[config.mk]
export PLATFORM = sky130hd
export DESIGN_NAME = sys1_snd_mailbox
export DESIGN_NICKNAME = d
export VERILOG_FILES = /design/src/rtl/sys1_snd_pkg.sv /design/src/rtl/sys1_cmd_fifo.sv /design/src/rtl/sys1_snd_mailbox.sv
export SDC_FILE = /design/constraint.sdc
export NUM_CORES = 1
export LEC_CHECK = 0
export BUFFER_PORTS_ARGS = -buffer_cell sky130_fd_sc_hd__buf_4
export CORE_UTILIZATION = 60
export CTS_BUF_LIST = sky130_fd_sc_hd__clkbuf_16
export CTS_CLUSTER_SIZE = 40
export DETAILED_ROUTE_END_ITERATION = 10
export HOLD_SLACK_MARGIN = 0.05
export MAX_ROUTING_LAYER = met4
export PLACE_DENSITY = 0.95
export REMOVE_ABC_BUFFERS = 1
export SETUP_SLACK_MARGIN = 0.5
export SYNTH_ARGS = -nofsm -noshare
export SYNTH_HDL_FRONTEND = slang
export SYNTH_HIERARCHICAL = 1
export SYNTH_SLANG_ARGS = --single-unit
[constraint.sdc]
create_clock -name clk -period 7.15 [get_ports clk]
set_clock_uncertainty 0.05 [all_clocks]
set_input_delay 0.715 -clock clk [delete_from_list [all_inputs] [get_ports clk]]
set_output_delay 0.715 -clock clk [all_outputs]
set_load 0.05 [all_outputs]
[src/rtl/sys1_snd_pkg.sv]
// Shared constants, NMI state encoding and status byte layout for the sound mailbox.
package sys1_snd_pkg;

  localparam int unsigned DATA_W = 8;
  localparam int unsigned ADR_W  = 16;
  localparam int unsigned CNT_W  = 4;

  localparam logic [7:0]       CMD_PORT_DEF  = 8'h14;
  localparam logic [ADR_W-1:0] LATCH_ADR_DEF = 16'he000;
  localparam logic [ADR_W-1:0] STAT_ADR_DEF  = 16'he001;

  typedef enum logic [1:0] {
    NMI_IDLE = 2'd0,
    NMI_REQ  = 2'd1,
    NMI_SERV = 2'd2
  } nmi_state_e;

  // Status byte as seen by the sound CPU at STAT_ADR
  typedef struct packed {
    logic             overflow;
    logic             in_service;
    logic [1:0]       rsvd;
    logic [CNT_W-1:0] count;
  } snd_status_t;

endpackage

[src/rtl/sys1_cmd_fifo.sv]
// DEPTH x 8 command FIFO; pop frees a slot before a same-cycle push is judged.
module sys1_cmd_fifo
  import sys1_snd_pkg::*;
#(
  parameter int unsigned DEPTH = 4
) (
  input  logic              clk,
  input  logic              reset_n,
  input  logic              push,
  input  logic              pop,
  input  logic [DATA_W-1:0] wdata,
  output logic [DATA_W-1:0] rd_data_c,
  output logic [CNT_W-1:0]  count,
  output logic              drop_c
);

  localparam int unsigned PTR_W = (DEPTH > 1) ? $clog2(DEPTH) : 1;

  logic [DATA_W-1:0] mem_q [DEPTH];
  logic [PTR_W-1:0]  wr_ptr_q;
  logic [PTR_W-1:0]  rd_ptr_q;
  logic [CNT_W-1:0]  count_q;
  logic [DATA_W-1:0] last_q;
  logic              empty_c;
  logic              full_c;
  logic              pop_ok_c;
  logic              push_ok_c;

  function automatic logic [PTR_W-1:0] ptr_inc(input logic [PTR_W-1:0] p);
    return (p == PTR_W'(DEPTH - 1)) ? '0 : p + PTR_W'(1);
  endfunction

  assign empty_c   = (count_q == '0);
  assign full_c    = (count_q == CNT_W'(DEPTH));
  assign pop_ok_c  = pop & ~empty_c;
  assign push_ok_c = push & (~full_c | pop_ok_c);
  assign drop_c    = push & ~push_ok_c;

  // Empty reads return the most recently popped byte
  assign rd_data_c = empty_c ? last_q : mem_q[rd_ptr_q];
  assign count     = count_q;

  always_ff @(posedge clk or negedge reset_n) begin
    if (!reset_n) begin
      for (int i = 0; i < int'(DEPTH); i++) mem_q[i] <= '0;
      wr_ptr_q <= '0;
      rd_ptr_q <= '0;
      count_q  <= '0;
      last_q   <= '0;
    end else begin
      if (push_ok_c) begin
        mem_q[wr_ptr_q] <= wdata;
        wr_ptr_q        <= ptr_inc(wr_ptr_q);
      end
      if (pop_ok_c) begin
        last_q   <= mem_q[rd_ptr_q];
        rd_ptr_q <= ptr_inc(rd_ptr_q);
      end
      count_q <= count_q + CNT_W'(push_ok_c) - CNT_W'(pop_ok_c);
    end
  end

endmodule

[src/rtl/sys1_snd_mailbox.sv]
// Main-to-sound CPU command mailbox: queued commands raise NMI, periodic tick raises IRQ.
module sys1_snd_mailbox
  import sys1_snd_pkg::*;
#(
  parameter int unsigned      DEPTH     = 4,
  parameter logic [7:0]       CMD_PORT  = CMD_PORT_DEF,
  parameter logic [ADR_W-1:0] LATCH_ADR = LATCH_ADR_DEF,
  parameter logic [ADR_W-1:0] STAT_ADR  = STAT_ADR_DEF
) (
  input  logic              clk,
  input  logic              reset_n,
  input  logic [7:0]        m_adr,
  input  logic [DATA_W-1:0] m_data,
  input  logic              m_ix,
  input  logic              m_wr,
  input  logic [ADR_W-1:0]  s_adr,
  input  logic              s_mx,
  input  logic              s_rd,
  input  logic              s_intack,
  input  logic              s_nmiack,
  input  logic              irq_tick,
  output logic [DATA_W-1:0] s_dout,
  output logic              s_dout_en,
  output logic              s_intreq,
  output logic              s_nmireq
);

  nmi_state_e        state_q, state_d;
  logic              nmireq_d;
  logic              in_service_q, in_service_d;
  logic              overflow_q;
  logic              intreq_q;
  logic              wsel_q, rsel_l_q, rsel_s_q, nmiack_q, intack_q;

  logic              wsel_c, rsel_l_c, rsel_s_c;
  logic              push_c, pop_c, stat_fall_c, nmiack_rise_c, intack_rise_c;
  logic [DATA_W-1:0] fifo_rd_c;
  logic [CNT_W-1:0]  count;
  logic              drop_c;
  snd_status_t       status_c;

  // Bus decode and strobe edge detection
  assign wsel_c        = m_ix & m_wr & (m_adr == CMD_PORT);
  assign rsel_l_c      = s_mx & s_rd & (s_adr == LATCH_ADR);
  assign rsel_s_c      = s_mx & s_rd & (s_adr == STAT_ADR);
  assign push_c        = wsel_c & ~wsel_q;
  assign pop_c         = rsel_l_q & ~rsel_l_c & (count != '0);
  assign stat_fall_c   = rsel_s_q & ~rsel_s_c;
  assign nmiack_rise_c = s_nmiack & ~nmiack_q;
  assign intack_rise_c = s_intack & ~intack_q;

  sys1_cmd_fifo #(
    .DEPTH (DEPTH)
  ) u_fifo (
    .clk       (clk),
    .reset_n   (reset_n),
    .push      (push_c),
    .pop       (pop_c),
    .wdata     (m_data),
    .rd_data_c (fifo_rd_c),
    .count     (count),
    .drop_c    (drop_c)
  );

  always_comb begin
    status_c            = '0;
    status_c.overflow   = overflow_q;
    status_c.in_service = in_service_q;
    status_c.count      = count;
  end

  assign s_dout_en = rsel_l_c | rsel_s_c;
  assign s_dout    = rsel_l_c ? fifo_rd_c
                   : rsel_s_c ? DATA_W'(status_c)
                   : '0;
  assign s_intreq  = intreq_q;

  // NMI handshake: request while work is queued, serviced until the next pop
  always_comb begin
    state_d      = state_q;
    nmireq_d     = 1'b0;
    in_service_d = 1'b0;
    unique case (state_q)
      NMI_IDLE: if (count != '0)   state_d = NMI_REQ;
      NMI_REQ:  if (nmiack_rise_c) state_d = NMI_SERV;
      NMI_SERV: if (pop_c)         state_d = NMI_IDLE;
      default:                     state_d = NMI_IDLE;
    endcase
    nmireq_d     = (state_d == NMI_REQ);
    in_service_d = (state_d == NMI_SERV);
  end

  always_ff @(posedge clk or negedge reset_n) begin
    if (!reset_n) begin
      state_q      <= NMI_IDLE;
      s_nmireq     <= 1'b0;
      in_service_q <= 1'b0;
      overflow_q   <= 1'b0;
      intreq_q     <= 1'b0;
      wsel_q       <= 1'b0;
      rsel_l_q     <= 1'b0;
      rsel_s_q     <= 1'b0;
      nmiack_q     <= 1'b0;
      intack_q     <= 1'b0;
    end else begin
      state_q      <= state_d;
      s_nmireq     <= nmireq_d;
      in_service_q <= in_service_d;
      wsel_q       <= wsel_c;
      rsel_l_q     <= rsel_l_c;
      rsel_s_q     <= rsel_s_c;
      nmiack_q     <= s_nmiack;
      intack_q     <= s_intack;
      // A drop in the same cycle as a status read keeps the flag set
      if (drop_c)           overflow_q <= 1'b1;
      else if (stat_fall_c) overflow_q <= 1'b0;
      if (irq_tick)           intreq_q <= 1'b1;
      else if (intack_rise_c) intreq_q <= 1'b0;
    end
  end

endmodule
==> out/results.tsv <==
metric	value	unit
outcome	finished clean	
synthToLayoutAreaGrowth	25.5	%
wirelength_met1	2.48	mm
path_max_fanout	5	
die-area	5180	um^2
syn-instance-count	205	
synth-edff-count	0	
top_layer	met4	
slew_headroom	51.2	%
crit_top_cell	inv_1	
first_global_vias	2113	
gp_congestion	0.760	
syn_area_per_cell	14.3	um^2
wl_met2	3.13	mm
wl_per_cell	17.9	um
synth_most_common_cell	dfrtp_1	
drtPass1Iterations	4	
cp-start-kind	primary input	
setup_ws	3.52	ns
grt_start_max_net_pins	60	
track_usage	27.4	%
pwr-share-comb	9.3	%
ant_nets	0	
yosysTopAreaCellShare	50.2	%
crit_slowest_cell	or4b_4	
p_clk_share	50.1	%
fillers	284	
antenna_found_initial	0	
path_class	in -> reg	
synth-seq-cells	59	
final_util	78.1	%
post-route-drc-count	0	
min_period	3.63	ns
critPathArrivalTime	3.78	ns
multiInputGateArea	1390	um^2
drt_iter0_drc	32	
die_x	72.0	um
r2r_slack	3.96	ns
period_share	50.7	%
worst-path-buf-inv	5	
drv_cap	0	
start_util	62.3	%
cts_root_buf	clkbuf_16	
r2r-start	u_fifo/count[1]	
cp-startpoint	s_adr[6]	
p_sw	196	uW
worstPathCellList	buf_4 > or4_4 > or4b_4 > o21ba_4 > nand2b_1 > a21boi_1 > inv_1 > ha_1 > inv_1 > ha_1 > inv_1 > fa_1 > inv_1	
ff2ff_path_depth	12	
cts_hold_buf	0	
overflow	0	
hold_viol_final	0	
timing.rr.end	u_fifo/count[1]	
synth_top_cell_by_area	dfrtp_1	
setup_tns	0	ns
final_layout_size_suffix_gt1_share	51.5	%
synth_cell_types	40	
cts.sinks	59	
worst_slew_pin_slew	0.732	ns
io_buffers	51	
ctsHtreeMaxLevel	3	
ys_seq_area_share	50.2	%
setup_viol	0	
postCtsSetupBuffers	0	
grt_pass1_wl	10.1	mm
final-max-slew-violation-count	0	
sequentialPowerShare	40.6	%
place_hpwl	3.90	mm
clkTransAtPathRegs	0.05	ns
synth.area.top_cells	dfrtp_1, mux2_2, mux4_2, ha_1, a22o_1	
max_clock_freq	276	MHz
met3WireLength	236	um
num_antenna_cells	0	
regArea	1480	um^2
crit_path_end_kind	flip-flop	
io_pins	52	
via_per_inst	5.70	
dp_slack	3.24	ns
critPathRequiredTime	7.31	ns
synth_area	2940	um^2
rows	25	
tritoncts	built	
p_int	694	uW
switching_share	22.0	%
p_per_area	241	nW/um^2
die-height	72.0	um
wl	5.99	mm
cts_made_buffers	9	
cts-resized-gates	0	
core_area	4720	um^2
synth_common_cells	dfrtp_1, mux2_2, ha_1, inv_1, mux4_2	
cp_top_family	simple AND/OR/NAND/NOR gates	
vdd.ir_drop.worst	175	uV
num-nets-final	316	
num_vias	1909	
rsz0062_at_grt	false	
yosysWarnings	6	
insertion_delay	0.31	ns
synth_top_flop_cell	dfrtp_1	
clockBufferDepth	2	
hold_path_class	in -> async	
synth_async_sr_flop_share	100	%
p_leak	0.00182	uW
worst_path_largest_cell_delay	0.56	ns
[metrics by stage]
stage | hold slack [ns] | cells | cell area (um^2) | total power [uW]
3_3_place_gp | 0.411 | 319 | 3370 | 446
4_1_cts | 0.428 | 335 | 3690 | 901
6_report | 0.405 | 335 | 3690 | 890
2_1_floorplan | 0.369 | 201 | 2910 | 410
5_1_grt | 0.451 | 335 | 3690 | 929
3_5_place_dp | 0.421 | 319 | 3370 | 450
[flip-flops by register name, indices dropped and copies added (netlist names)]
name / cells
state_q: 2
rsel_s_q: 1
in_service_q: 1
u_fifo/last_q: 8
rsel_l_q: 1
u_fifo/rd_ptr_q: 2
s_nmireq: 1
wsel_q: 1
u_fifo/mem_q: 32
u_fifo/count: 4
nmiack_q: 1
s_intreq: 1
u_fifo/wr_ptr_q: 2
overflow_q: 1
intack_q: 1
[layout make-up]
cell class,instances,area share [%]
Tap cell,67,2.27
Clock buffer,9,6.10
Sequential cell,59,40.0
Clock inverter,7,2.51
Timing Repair Buffer,51,10.4
Inverter,11,1.12
Multi-Input combinational cell,131,37.6
[routing by layer]
layer	GRT usage, %	vias up
li1	-	872
met1	30.9	960
met2	45.8	65
met3	6.67	12
met4	13.7	0
met5	-	-
[kinds of logic (layout without fill, tap and decap cells)]
family,count (synthesis),in the layout,synth area share [%]
flops,59,59,50.2
simple gates,36,36,8.64
buf+inv,15,78,2.55
fa+ha+maj,12,12,5.36
mux,60,60,26.0
xor+xnor,2,2,0.596
compound gates,21,21,6.60
[layout by cell type (no fill, tap or decap), types with 3 or more instances in the layout]
cell type / count
dfrtp_1: 59
mux2_2: 52
buf_4: 51
inv_1: 11
ha_1: 11
clkbuf_16: 9
mux4_2: 8
nand2_1: 7
a22o_1: 6
nor2_1: 3
nand2b_1: 3
nor3_1: 3
a21o_1: 3
[power by group through the flow]
stage	registers, uW	logic (uW)	clock network, uW
detailed placement	367	83.2	0
finish	361	82.9	446
floorplan	369	41.3	0
global placement	366	80.0	0
CTS	361	84.4	455
global route	362	94.3	472
[how the worst max path moves through the flow]
stage                       to  depth (start not counted)
2_1_floorplan  u_fifo/count[2]                         12
3_3_place_gp   u_fifo/count[2]                         13
3_5_place_dp   u_fifo/count[2]                         13
4_1_cts        u_fifo/count[1]                         13
5_1_grt        u_fifo/count[3]                         13
6_report       u_fifo/count[1]                         13
Note: power is estimated with default switching activity, not from simulation.
